$ cat src/rtl/call_stack_ctrl.sv
`default_nettype none
// ============================================================================
// Module      : call_stack_ctrl
// Description : CALL/RET sequencer. Owns the frame stack pointer and the
//               return-address LIFO, drives the register-file push/pop
//               strobes and loads the PC two cycles after an accepted request.
// Revision    : 1.0 - initial release
// ============================================================================
module call_stack_ctrl #(
  parameter int PC_WIDTH = 6,
  parameter int DEPTH    = 8
) (
  input  logic                clk,
  input  logic                rst_n,
  input  logic                cs_call,
  input  logic                cs_ret,
  input  logic [PC_WIDTH-1:0] cs_pc,
  input  logic [PC_WIDTH-1:0] cs_target,
  output logic                cs_pc_load,
  output logic [PC_WIDTH-1:0] cs_pc_next,
  output logic                cs_busy,
  output logic                rf_stack_push,
  output logic                rf_stack_pop,
  output logic [PC_WIDTH-1:0] rf_stack_pointer,
  output logic                cs_overflow,
  output logic                cs_underflow
);

  localparam int                IDX_W   = (DEPTH > 1) ? $clog2(DEPTH) : 1;
  localparam logic [PC_WIDTH-1:0] C_DEPTH = PC_WIDTH'(DEPTH);
  localparam logic [PC_WIDTH-1:0] C_ONE   = PC_WIDTH'(1);
  localparam logic [PC_WIDTH-1:0] C_ZERO  = '0;

  typedef enum logic [2:0] {
    S_IDLE  = 3'd0,
    S_PUSH  = 3'd1,
    S_CJUMP = 3'd2,
    S_POP   = 3'd3,
    S_RJUMP = 3'd4
  } state_t;

  state_t              r_state;
  logic [PC_WIDTH-1:0] r_sp;
  logic [PC_WIDTH-1:0] r_addr;
  logic [PC_WIDTH-1:0] r_ra [0:DEPTH-1];
  logic                r_push;
  logic                r_pop;
  logic                r_pc_load;
  logic [PC_WIDTH-1:0] r_pc_next;
  logic                r_busy;
  logic                r_overflow;
  logic                r_underflow;

  logic                w_call_ok;
  logic                w_ret_ok;
  logic [IDX_W-1:0]    w_wr_idx;
  logic [IDX_W-1:0]    w_rd_idx;

  // Frame n lives in LIFO slot n-1, so the slot for a new frame is the old sp.
  assign w_wr_idx  = IDX_W'(r_sp);
  assign w_rd_idx  = IDX_W'(r_sp - C_ONE);
  assign w_call_ok = (r_state == S_IDLE) && cs_call && (r_sp < C_DEPTH);
  assign w_ret_ok  = (r_state == S_IDLE) && !cs_call && cs_ret && (r_sp != C_ZERO);

  always_ff @(posedge clk) begin
    if (rst_n && w_call_ok) begin
      r_ra[w_wr_idx] <= cs_pc + C_ONE;
    end
  end

  always_ff @(posedge clk) begin
    if (!rst_n) begin
      r_state     <= S_IDLE;
      r_sp        <= '0;
      r_addr      <= '0;
      r_push      <= 1'b0;
      r_pop       <= 1'b0;
      r_pc_load   <= 1'b0;
      r_pc_next   <= '0;
      r_busy      <= 1'b0;
      r_overflow  <= 1'b0;
      r_underflow <= 1'b0;
    end else begin
      r_push    <= 1'b0;
      r_pop     <= 1'b0;
      r_pc_load <= 1'b0;
      r_pc_next <= '0;
      r_busy    <= 1'b0;
      case (r_state)
        S_IDLE: begin
          if (cs_call) begin
            if (w_call_ok) begin
              r_sp    <= r_sp + C_ONE;
              r_addr  <= cs_target;
              r_push  <= 1'b1;
              r_busy  <= 1'b1;
              r_state <= S_PUSH;
            end else begin
              r_overflow <= 1'b1;
            end
          end else if (cs_ret) begin
            if (w_ret_ok) begin
              r_addr  <= r_ra[w_rd_idx];
              r_pop   <= 1'b1;
              r_busy  <= 1'b1;
              r_state <= S_POP;
            end else begin
              r_underflow <= 1'b1;
            end
          end
        end
        S_PUSH: begin
          r_pc_load <= 1'b1;
          r_pc_next <= r_addr;
          r_busy    <= 1'b1;
          r_state   <= S_CJUMP;
        end
        S_POP: begin
          // Pointer drops after the pop strobe so the RF restores the right frame.
          r_sp      <= r_sp - C_ONE;
          r_pc_load <= 1'b1;
          r_pc_next <= r_addr;
          r_busy    <= 1'b1;
          r_state   <= S_RJUMP;
        end
        S_CJUMP, S_RJUMP: begin
          r_state <= S_IDLE;
        end
        default: begin
          r_state <= S_IDLE;
        end
      endcase
    end
  end

  assign cs_pc_load       = r_pc_load;
  assign cs_pc_next       = r_pc_next;
  assign cs_busy          = r_busy;
  assign rf_stack_push    = r_push;
  assign rf_stack_pop     = r_pop;
  assign rf_stack_pointer = r_sp;
  assign cs_overflow      = r_overflow;
  assign cs_underflow     = r_underflow;

endmodule
`default_nettype wire

$ cat config.mk
export PLATFORM = sky130hd
export DESIGN_NAME = call_stack_ctrl
export DESIGN_NICKNAME = d
export VERILOG_FILES = /design/src/rtl/call_stack_ctrl.sv
export SDC_FILE = /design/constraint.sdc
export NUM_CORES = 1
export LEC_CHECK = 0
export BUFFER_PORTS_ARGS = -buffer_cell sky130_fd_sc_hd__buf_2
export CORE_ASPECT_RATIO = 0.7
export CORE_MARGIN = 2
export CORE_UTILIZATION = 40
export CTS_CLUSTER_DIAMETER = 120
export DETAILED_ROUTE_END_ITERATION = 6
export SYNTH_ARGS = -nofsm -noshare
export SYNTH_HDL_FRONTEND = slang
export SYNTH_SLANG_ARGS = --single-unit
$ cat constraint.sdc
create_clock -name clk -period 2.25 [get_ports clk]
set_input_delay 0.1125 -clock clk [delete_from_list [all_inputs] [get_ports clk]]
set_output_delay 0.1125 -clock clk [all_outputs]
set_load 0.05 [all_outputs]
# ---- After elaboration in Yosys (flattened, before gate mapping)
# Memories as Yosys holds them, arrays and structs flattened.
# Cells that the tools add are included.
dict set report totals {
  inputBits 16
  register_bits 27
  out_inout_bits 18
  elab_cells 69
  n_memories 1
  mem_bits_rw 48
}
dict set report op_classes {
  mux 20
  addsub 3
  reduce_logical 21
  eq_ne 8
  order_cmp 1
  bitwise 5
}
# memory depth word_bits rd rd_ports_with_merged_regs write_ports line_no
set memory_table {}
lappend memory_table {r_ra 8 6 1 0 1 45} ;# logic [PC_WIDTH-1:0] r_ra [0:DEPTH-1];
# operator n
set ops {}
lappend ops {{6-bit 2-to-1 mux} 6}
lappend ops {{6-bit by 1-bit adder with 6-bit output, second input constant} 2}
lappend ops {{3-bit 2-to-1 mux} 4}
lappend ops {{6-bit one-hot mux with 2 select lines} 1}
lappend ops {{3-bit AND reduction} 4}
lappend ops {{3-bit != test, second input constant} 3}
lappend ops {{3-bit one-hot mux with 3 select lines} 1}
lappend ops {{4-bit AND reduction} 2}
lappend ops {{1-bit 2-to-1 mux} 7}
lappend ops {{1-bit logical AND} 6}
lappend ops {{6-bit by 4-bit less-than comparator with 1-bit output, second input constant} 1}
lappend ops {{2-bit nonzero test} 3}
lappend ops {{6-bit nonzero test} 1}
lappend ops {{6-bit by 1-bit subtractor with 6-bit output, second input constant} 1}
lappend ops {{1-bit NOT} 5}
lappend ops {{2-bit != test, second input constant} 2}
lappend ops {{3-bit by 1-bit == test with 1-bit output, second input constant} 1}
lappend ops {{3-bit by 2-bit == test with 1-bit output, second input constant} 1}
lappend ops {{3-bit logical NOT} 1}
lappend ops {{3-bit OR reduction} 1}
lappend ops {{2-bit by 1-bit != test with 1-bit output, second input constant} 1}
lappend ops {{1-bit one-hot mux with 2 select lines} 1}
lappend ops {{2-bit AND reduction} 1}
lappend ops {{2-bit OR reduction} 1}
lappend ops {{1-bit logical NOT} 1}

# ---- Logic depth before layout (Yosys ltp)
# Gate-level depths: netlist of run 1.
dict set report depth {
  depth_word 8
  mapped_depth 8
  depth_no_buf 6
}

# ---- Least setup slack after synthesis of run 1
# No wires, ideal clock.
dict set report synth_path {
  path_type {reg2reg}
  from {register r_sp[0] (netlist: rf_stack_pointer[0])}
  to {register r_addr[0]}
  required_time_ns 2.128
  t_arrival_ns 2.334
  n_path_buf 2
  slack_ns -0.206
  setup_ns 0.122
  period_less_slack_ns 2.456
  path_stages_with_launch 9
  cell_sequence {dfxtp_1 -> inv_2 -> ha_1 -> buf_4 -> buf_4 -> mux2i_1 -> mux4_2 -> nor2_1 -> a221o_1}
}
dict set report synth_between {
  elab_chain_len 5
  word_cells_on_any_way 12
  classes_between {add/sub (1); order compare (1); eq/ne (1); mux (3); reduce/logical (5); memory (1)}
}
# element line_no
set synth_rtl {}
lappend synth_rtl {{start: declaration} 43} ;# logic [PC_WIDTH-1:0] r_sp;
lappend synth_rtl {{start signal: assignment} 93} ;# r_sp <= r_sp + C_ONE;
lappend synth_rtl {{start signal: assignment} 120} ;# r_sp <= r_sp - C_ONE;
lappend synth_rtl {{6-bit by 1-bit subtractor with 6-bit output} -}
lappend synth_rtl {{memory read 8 x 6 bit} -}
lappend synth_rtl {{6-bit 2-to-1 mux} 102} ;# if (w_ret_ok) begin
lappend synth_rtl {{6-bit 2-to-1 mux} 101} ;# end else if (cs_ret) begin
lappend synth_rtl {{6-bit 2-to-1 mux} 91} ;# if (cs_call) begin
lappend synth_rtl {{end signal: assignment} 94} ;# r_addr <= cs_target;
lappend synth_rtl {{end signal: assignment} 103} ;# r_addr <= r_ra[w_rd_idx];
lappend synth_rtl {{end: declaration} 44} ;# logic [PC_WIDTH-1:0] r_addr;
# Several ways; a longest one is shown, not always the timed one. The select of a mux whose other input is x is not followed.
# A chain may end at the register's enable or synchronous reset.

# ---- Worst setup path in the final report of run 1
dict set report layout_path {
  from {register r_sp[1] (netlist: rf_stack_pointer[1])}
  to {register r_addr[5]}
}
# The elaborated chain is that of the path after synthesis.

==> results.md, run 1 <==
- Outcome: finished clean
- Dominant cells by area after synthesis: edfxtp_1 (47%), dfxtp_1 (18%), mux2i_1 (7.9%), mux4_2 (4.4%), and2_1 (2.5%)
- CP required: 2480 ps
- Async S/R FF share, synth: 0%
- TNS Setup: 0 ps
- Die area: between 0.008 and 0.009 mm2
- Reg2Reg Depth: 7
- I/O Buffers: 33
- Die width: approximately 110 um
- Largest family of logic cells by synthesized area: multiplexers
- Drt total wl: 6050 um
- Main synth FF type: edfxtp_1
- Combinational fraction of design power: 25.8%
- Cells along the critical path: inv_1 > ha_1 > buf_12 > mux2i_1 > mux4_2 > nor2_1 > a221o_1
- I/O pins: 34
- Synth Area in XOR/XNOR: under 10%
- Hold/Removal Path Class: input pin to flop
- Synth Area in Compound Gates: 5.20%
- Total gr overflow: 0
- Fin Clk Skew: roughly 8 ps
- HPWL after DPL: roughly 4300 um
- Crit path launch type: flop
- Register-to-Register Setup Slack: around 170 ps
- Total power per unit cell area: about 930 mW/mm2
- Final period util: roughly 92%
- Peak supply drop: between 400 and 500 uV
- Setup CP Type: flop to flop
- Total Routing Usage GR: roughly 15%
- Multiplexer share of the synthesized area: around an eighth
- Crit path DAT: about 2300 ps
- Most frequent cell after synthesis: edfxtp_1
- Final hold vios: 0
- Slowest-stage cell, CP: dfxtp_2
- Sequential share of power: a little under half
- Vias per cell: about 5.0
- Initial DRT Pass Iterations: 4
- DRC: 0
- Largest net degree at the start of global routing: 16
- Avg Cell Area, Syn: ~14 um2
- Unrepaired setup endpoints after global routing: false
- CTS root buf: clkbuf_8
- Cell taking the most area after synthesis: edfxtp_1
- CTS tree: built
- Clock tree sinks: 75
- Slew @ Worst Pin: around 740 ps
- Max incr delay on CP: between 300 and 400 ps
- Cts bufs inserted: 9
- Synth cell types: 37
- Fillers: 636
- Worst Hold End: r_addr[0]
- Min-delay src: cs_target[0]
- Number of synthesized flops with an enable pin: between 40 and 50
- Routed len/inst: between 15 and 20 um
- Share of layout cells above drive strength 1: ~28%
- Vias: approximately 1900
- Synthesis warning total: 0
- Row count: 26
- Number of instances in the placed design: roughly 350
- Core Box Area: 0.00735 mm2
- Psw: between 900 and 1000 uW
- Sequential-to-total area share from yosys stat: between 60 and 70%
- Setup-failing EPs final: 0
- First-pass GRT wire length: about 9500 um
- Syn Inst Count: about 210
- Final ANT Viol Nets: 0
- Clock network fraction of total power: between 20% and 30%
- Adder-cell area share of the yosys netlist: 1.64%
- Min Clock Period, post-route: approximately 2100 ps
- #FFs+latches synth: 75
- Simple-gate portion of the synthesized area: between 10% and 20%
- Vias in the first global route: 1715
- Synthesized area: around 0.0031 mm2
- Multi-input logic area: 0.00101 mm2
- CP Capture Type: flop
- Syn nets: 231
- Die Y-Extent: about 77 um
- Slew Limit Headroom: ~50%
- Max_cap viols: 0
- Layout area overhead: 20.1%
- Max-slew violation count: 0
- R2R Path Start: rf_stack_pointer[1]
- Routability cong.: between 0.7 and 0.8
- Final net count: roughly 290
- FF-to-FF End: r_addr[5]
- Post-synth top cells: edfxtp_1 (48), dfxtp_1 (27), mux2i_1 (24)
- Leak pwr: 0.00144 uW
- Net Sw Frac: 29.0%
- Worst Hold Depth: 2
- Number of diodes: 0
- Worst skew pair latency: 330 ps
- Initial Util: about 42%
- Clk pin slew, worst setup/hold paths: 80 ps
- CP Max Fanout: 15
- Final Non-Filler Cells: between 300 and 400
- FF/Latch Area: 0.00198 mm2
- CTS Buffer Depth: 2
- Top cell type's share of synthesized area: between 40 and 50%
- Iter 0 DRT Violations: ~160
- Total power: 3430 uW
- Antenna violations before repair: 0
- F_max: around 480 MHz
- H-tree lvl count: 3
- Int Pwr: 2440 uW
==> through the flow <==
step	instance area (um2)	setup WS, ps	hold WS (ps)	utilization [%]
2_1_floorplan	3060	60.6	251	-
3_3_place_gp	3440	235	346	46.8
3_5_place_dp	3440	203	351	46.8
4_1_cts	3660	180	9.54	49.8
5_1_grt	3670	123	16.6	50.0
6_report	3670	170	31.4	50.0
==> critical path: cells and delay by family, from the launching register on <==
family / cells / cell delay [ps]
adders and majority gates: 1 / 340
DFF: 1 / 390
muxes: 2 / 640
and+or+nand+nor: 1 / 50
AOI/OAI and AO/OA: 1 / 270
buffers and inverters: 2 / 280
==> cell families after synthesis <==
family                     Yosys count
and+or+nand+nor                     61
muxes                               30
xor gates and xnor gates             9
AOI/OAI and AO/OA                   18
adders and majority gates            4
DFF                                 75
buffers and inverters               14
==> how the worst max path moves through the flow <==
| stage | from | end | slack [ps] |
|---|---|---|---|
| floorplan | rf_stack_pointer[0] | r_addr[0] | 60 |
| global route | rf_stack_pointer[1] | r_addr[3] | 120 |
| global placement | rf_stack_pointer[1] | r_addr[5] | 230 |
| CTS | rf_stack_pointer[1] | r_addr[3] | 180 |
| finish | rf_stack_pointer[1] | r_addr[5] | 170 |
| detailed placement | rf_stack_pointer[1] | r_addr[3] | 200 |
==> placed cells by master (no fill, tap or decap), types with 3 or more instances in the layout <==
cell type	synthesis	final
inv_1	6	6
xor2_1	6	6
nand3_1	4	4
xnor2_1	3	3
nor3_1	9	9
clkbuf_8	0	9
dfxtp_1	27	25
edfxtp_1	48	48
nor2_1	11	11
nor4b_1	3	3
dlygate4sd3_1	0	5
or2_2	3	3
a221o_1	6	6
buf_2	0	33
and2_1	12	12
mux2i_1	24	24
nand2_1	6	6
nor2b_1	4	4
buf_4	3	14
clkinv_1	1	3
ha_1	4	4
mux4_2	6	6
==> cell type report <==
| cell class | count | area share, % |
|---|---|---|
| flip-flops and latches | 75 | 54.0 |
| clock inverters | 6 | 1.53 |
| well taps | 98 | 3.34 |
| repair buffers | 53 | 9.26 |
| inverters | 8 | 0.817 |
| multi-input cells | 122 | 27.6 |
| clock buffers | 10 | 3.47 |
==> registers in the layout, indices dropped and copies added (netlist names) <==
| register | count |
|---|---|
| r_ra | 48 |
| cs_pc_next | 6 |
| cs_pc_load | 1 |
| r_state | 3 |
| r_addr | 6 |
| rf_stack_push | 1 |
| cs_overflow | 1 |
| cs_busy | 1 |
| rf_stack_pop | 1 |
| rf_stack_pointer | 6 |
| cs_underflow | 1 |
==> power by group through the flow <==
stage	clock (uW)	sequential, uW	combinational, uW
after global placement	0	1620	876
after detailed placement	0	1620	877
after CTS	990	1590	887
after global routing	1040	1600	950
final	957	1590	884
after floorplan	0	1710	551
==> what timing repair did <==
action | CTS | global route
resized for setup | 0 | 0
setup buffers | 0 | 0
hold buffers | 4 | 1
endpoints found under the hold margin | 4 | 1
==> routing by layer <==
layer / vias to the layer above / global-route usage (%) / wire length [um]
li1: 914 / - / -
met1: 883 / 25.3 / 3330
met2: 54 / 18.7 / 2330
met3: 4 / 5.10 / 352
met4: 0 / 4.62 / 40
met5: - / 0 / 0
Note: power is estimated with default switching activity, not from simulation.
==> run 2, diff against run 1 <==
--- a/config.mk
+++ b/config.mk
@@ -5,6 +5,7 @@
 export SDC_FILE = /design/constraint.sdc
 export NUM_CORES = 1
 export LEC_CHECK = 0
+export ABC_AREA = 1
 export BUFFER_PORTS_ARGS = -buffer_cell sky130_fd_sc_hd__buf_2
 export CORE_ASPECT_RATIO = 0.7
 export CORE_MARGIN = 2
==> results.md, run 2 <==
- Worst path most repeated cell: nor2_4
- I/O pins: 34
- Crit path DAT: approximately 1900 ps
- Unrepaired setup endpoints after global routing: false
- Setup-failing EPs final: 0
- Worst setup margin: 364 ps
- Post-CTS Repair Setup Buffers: 0
- CP Max Fanout: 9
- Main synth FF type: edfxtp_1
- FF/Latch Area: 0.00198 mm2
- Cts bufs inserted: 9
- Buffers and inverters on the worst path: 0
- Crit path launch type: flop
- PostCTS Resize Cnt: 0
- Place WS: 381 ps
- Setup CP Type: flop to flop
- Initial DRT Pass Iterations: 4
- Die width: approximately 110 um
- Core Box Area: about 0.0083 mm2
- Post-synth top cells: nand2_1 (84), inv_1 (60), edfxtp_1 (48)
- Number of diodes: 0
- Slew Limit Headroom: 48.6%
- Row count: 28
- Final net count: ~430
- DRC: 0
- #FFs+latches synth: 75
- Synth cell types: 31
- Max incr delay on CP: roughly 460 ps
- Worst skew pair latency: 330 ps
- CTS tree: built
- Most frequent cell after synthesis: nand2_1
- Top cell type's share of synthesized area: a little over two fifths
- Max-slew violation count: 0
- Cell taking the most area after synthesis: edfxtp_1
- Syn Inst Count: between 300 and 400
- Number of synthesized flops with an enable pin: 48
- Most common cell after layout, fill and taps aside: nand2_1
- Fillers: 788
- H-tree lvl count: 3
- Max_cap viols: 0
- Layout area overhead: 17.6%
- F_max: 530 MHz
- Min Clock Period, post-route: 1890 ps
- Clock tree sinks: 75
- Hold/Removal Path Class: input pin to flop
- Sequential-to-total area share from yosys stat: roughly three fifths
- Vias in the first global route: around 2200
- Routed len/inst: 14.5 um
- Vias: around 2500
- Slew @ Worst Pin: roughly 770 ps
- HPWL after DPL: between 5000 and 6000 um
- CP Capture Type: flop
- Iter 0 DRT Violations: around 120
- Total power: 3790 uW
- Final period util: between 80 and 90%
- Post-CTS Hold Fix Bufs: 0
- I/O Buffers: 33
- Avg Cell Area, Syn: around 9.3 um2
- TNS Setup: 0 ps
- Vias per cell: 4.78
- Antenna violations before repair: 0
- Total gr overflow: 0
- CP required: about 2200 ps
- Largest net degree at the start of global routing: 32
- Most frequent cells in the layout: nand2_1 (84), inv_1 (60), edfxtp_1 (48), nand3_1 (47), buf_2 (33)
- Synthesis warning total: 0
- Peak supply drop: between 400 and 500 uV
- Final ANT Viol Nets: 0
- Largest reg by FF count: r_ra
- Max FFs per register: 48
- Crit-path leading delay family: simple AND/OR/NAND/NOR gates
- First-pass GRT wire length: 11700 um
- Outcome: finished clean
- Total Routing Usage GR: around 18%
- Dominant cells by area after synthesis: edfxtp_1 (42%), dfxtp_1 (16%), nand2_1 (9.3%), nand3_1 (6.9%), inv_1 (6.6%)
- Initial Util: approximately two fifths
- CTS root buf: clkbuf_16
- Drt total wl: about 7500 um
- Cells along the critical path: nor2_4 > nand4_4 > nor2_4 > nand2_2 > nor2_1
- Leak pwr: 0.00183 uW
- Die Y-Extent: 81.1 um
- Synthesized area: roughly 0.0034 mm2
- Clk pin slew, worst setup/hold paths: approximately 60 ps
- Async S/R FF share, synth: 0%
- Syn nets: 386
- Fin Clk Skew: between 5 and 6 ps
- Slowest-stage cell, CP: nor2_1
- CTS Buffer Depth: 2
- Multi-input logic area: 0.00110 mm2
- Die area: a little over 0.009 mm2
- Final hold vios: 0
- Routability cong.: around 0.83
- Share of layout cells above drive strength 1: a little under a fifth
- Total power per unit cell area: roughly 950 mW/mm2
-- run 2: path summary, 6_finish.rpt --
| check | to | startpoint | slack (ps) | cells past startpoint |
|---|---|---|---|---|
| setup / recovery | r_ra[1][2] | r_state[2] | 360 | 5 |
| hold / removal | cs_underflow | cs_ret | 80 | 3 |
| setup reg to reg | r_ra[1][2] | r_state[2] | 360 | 5 |
| hold reg to reg | cs_pc_next[0] | r_addr[0] | 450 | 2 |
-- run 2: cells by family after synthesis --
group | after synthesis | share of synthesized area (%)
xor+xnor | 8 | 2.06
flops | 75 | 58.4
buf+inv | 74 | 9.29
compound gates | 20 | 3.17
fa+ha+maj | 4 | 1.47
simple gates | 185 | 25.6
-- run 2: per-layer routing --
metal | wire (um) | share of wire, % | global-route usage (%) | up-vias
met1 | 3790 | 50 | 25.4 | 1144
met2 | 3070 | 41 | 23.3 | 70
met5 | 0 | 0 | 0 | -
met4 | 100 | 1.3 | 5.49 | 0
met3 | 547 | 7.3 | 7.46 | 9
li1 | - | - | - | 1255
-- run 2: power breakdown --
part / switching (uW) / internal, uW / total, uW
Sequential: 28.4 / 1540 / 1570
Combinational: 545 / 219 / 764
Clock: 527 / 936 / 1460
Total: 1100 / 2690 / 3790
-- run 2: tightest hold or removal path: stages --
cell and delay (ps):
buf_2 110, a31oi_1 90, nor2_1 70
-- run 2: layout make-up --
cell class / count / share of cell area [%]
Multi-Input combinational cell: 217 / 27.5
Clock buffer: 12 / 6.55
Sequential cell: 75 / 49.6
Inverter: 63 / 5.98
Tap cell: 105 / 3.29
Timing Repair Buffer: 42 / 5.83
Clock inverter: 4 / 1.22
-- run 2: metrics by stage --
step	util [%]	instances	area, um2	hold slack [ps]
global placement	44.2	502	3680	399
global route	47.9	518	3990	88.8
finish	47.9	518	3990	82.7
detailed placement	44.2	502	3680	417
floorplan	-	366	3400	256
CTS	47.9	518	3990	66.3
==> run 3, diff against run 2 <==
==> constraint.sdc (replaced) <==
create_clock -name clk -period 1.6 [get_ports clk]
set_input_delay 0.08 -clock clk [delete_from_list [all_inputs] [get_ports clk]]
set_output_delay 0.08 -clock clk [all_outputs]
set_load 0.05 [all_outputs]
==> results.md, run 3 (same netlist as run 2, synthesis figures left out) <==
- Row count: 28
- Die width: 114 um
- Final Non-Filler Cells: between 500 and 600
- HPWL after DPL: ~5800 um
- CTS Buffer Depth: 2
- Largest net degree at the start of global routing: 32
- Drt total wl: roughly 7900 um
- Cts bufs inserted: 9
- Max_cap viols: 0
- Total Routing Usage GR: a little under a fifth
- Slowest-stage cell, CP: dfxtp_1
- Die Y-Extent: between 80 and 90 um
- Hold/Removal Path Class: input pin to flop
- CP Capture Type: flop
- First-pass GRT wire length: between 10000 and 15000 um
- Initial Util: between 40% and 50%
- Outcome: finished clean
- Number of diodes: 0
- Number of instances in the placed design: just over 500
- Leak pwr: between 0.0015 and 0.002 uW
- H-tree lvl count: 3
- Worst skew pair latency: 330 ps
- DP Area: 0.00389 mm2
- Setup-failing EPs final: 0
- Max FFs per register: 48
- Final ANT Viol Nets: 0
- Total power: around 5300 uW
- Setup CP Type: flop to flop
- Min Clock Period, post-route: between 1500 and 2000 ps
- Core Box Area: between 0.008 and 0.009 mm2
- Slew @ Worst Pin: between 300 and 400 ps
- Routed len/inst: between 10 and 15 um
- CTS tree: built
- Clock tree sinks: 75
- Initial DRT Pass Iterations: 4
- Fin area: about 0.0042 mm2
- Vias: ~2600
- Worst path most repeated cell: nor2_4
- Total power per unit cell area: around 1300 mW/mm2
- Vias in the first global route: 2415
- Most frequent cells in the layout: nand2_1 (84), inv_1 (58), edfxtp_1 (48), nand3_1 (46), buf_2 (33)
- Peak supply drop: 746 uV
- Most common cell after layout, fill and taps aside: nand2_1
- Slew Limit Headroom: about 75%
- F_max: ~640 MHz
- Iter 0 DRT Violations: around 180
- Largest reg by FF count: r_ra
- Final hold vios: 0
- Post-CTS Hold Fix Bufs: 0
- Fin Clk Skew: around 4.3 ps
- CP required: approximately 1600 ps
- CP Launch Point: r_state[1]
- I/O pins: 34
- CP Max Fanout: 6
- CTS root buf: clkbuf_16
- Unrepaired setup endpoints after global routing: true
- Final period util: between 90% and 100%
- R2R Path Start: r_state[1]
- Min-delay src: cs_ret
- Final net count: 443
- Total gr overflow: 0
- DRC: 0
- Max incr delay on CP: 350 ps
- Crit path DAT: roughly 1600 ps
- Cells along the critical path: nor2_4 > nand4_4 > nor2_4 > nand2_2 > nor2_2
- Fillers: 775
- I/O Buffers: 33
- Layout area overhead: 24.2%
- Routability cong.: 0.830
- Share of layout cells above drive strength 1: between 20% and 30%
- Die area: 0.00925 mm2
- Clk pin slew, worst setup/hold paths: ~60 ps
- Max-slew violation count: 0
- Vias per cell: between 4 and 5
- Crit path launch type: flop
- Antenna violations before repair: 0
[run 3: changes by cell type in the layout (fill, tap and decap cells not counted), moves of 2 or more]
cell / previous run / this run
buf_4: 9 / 22
dfxtp_1: 27 / 21
nor2_1: 29 / 24
dfxtp_4: 0 / 4
nor3_1: 7 / 3
nor3_4: 0 / 4
clkinv_2: 2 / 5
nor2_2: 2 / 5
dfxtp_2: 0 / 2
ha_1: 4 / 2
inv_1: 60 / 58
nor2_4: 5 / 7
[run 3: layout make-up]
class | count | area [um2] | share of cell area, %
sequential | 75 | 2000 | 47.4
multi-input combinational | 217 | 1210 | 28.6
timing repair buffer | 57 | 362 | 8.57
clock buffer | 11 | 254 | 6.02
inverter | 63 | 240 | 5.69
tap | 105 | 131 | 3.11
clock inverter | 5 | 26.3 | 0.623
[run 3: worst max-delay path: cells and delay by family, from the launching register on]
| kind | cells | cell delay, ps |
|---|---|---|
| AND/OR/NAND/NOR | 5 | 880 |
| flip-flops | 1 | 350 |
[run 3: final timing paths]
check                                     end  slack [ps]  cells after the start
worst max-delay path               r_ra[7][0]          30                      5
worst min-delay path             cs_underflow          50                      3
worst max register to register     r_ra[7][0]          30                      5
worst min register to register  cs_pc_next[3]         450                      2
[run 3: timing repair]
action | 4_1_cts | 5_1_grt
gates resized for setup | 0 | 7
setup buffers | 0 | 2
endpoints found under the setup margin | 0 | 52
[run 3: metal layers]
metal / global-route usage (%) / share of wire, %
met1: 26.6 / 52
met2: 26.2 / 41
met3: 5.52 / 5.5
met4: 4.27 / 0.81
met5: 0 / 0
[run 3: where the power goes]
part / switching [uW] / internal (uW)
clock: 750 / 1130
sequential: 40.2 / 2160
combinational: 804 / 392
[run 3: stage by stage]
stage	hold WS [ps]	worst slack, ps	TNS [ps]	util [%]
after detailed placement	390	37.9	0	46.6
after CTS	48.6	17.1	0	50.0
after floorplan	223	-29.3	-176	-
after global routing	77.7	-64.6	-1490	50.6
after global placement	365	71.2	0	46.6
final	54.9	33.6	0	50.6
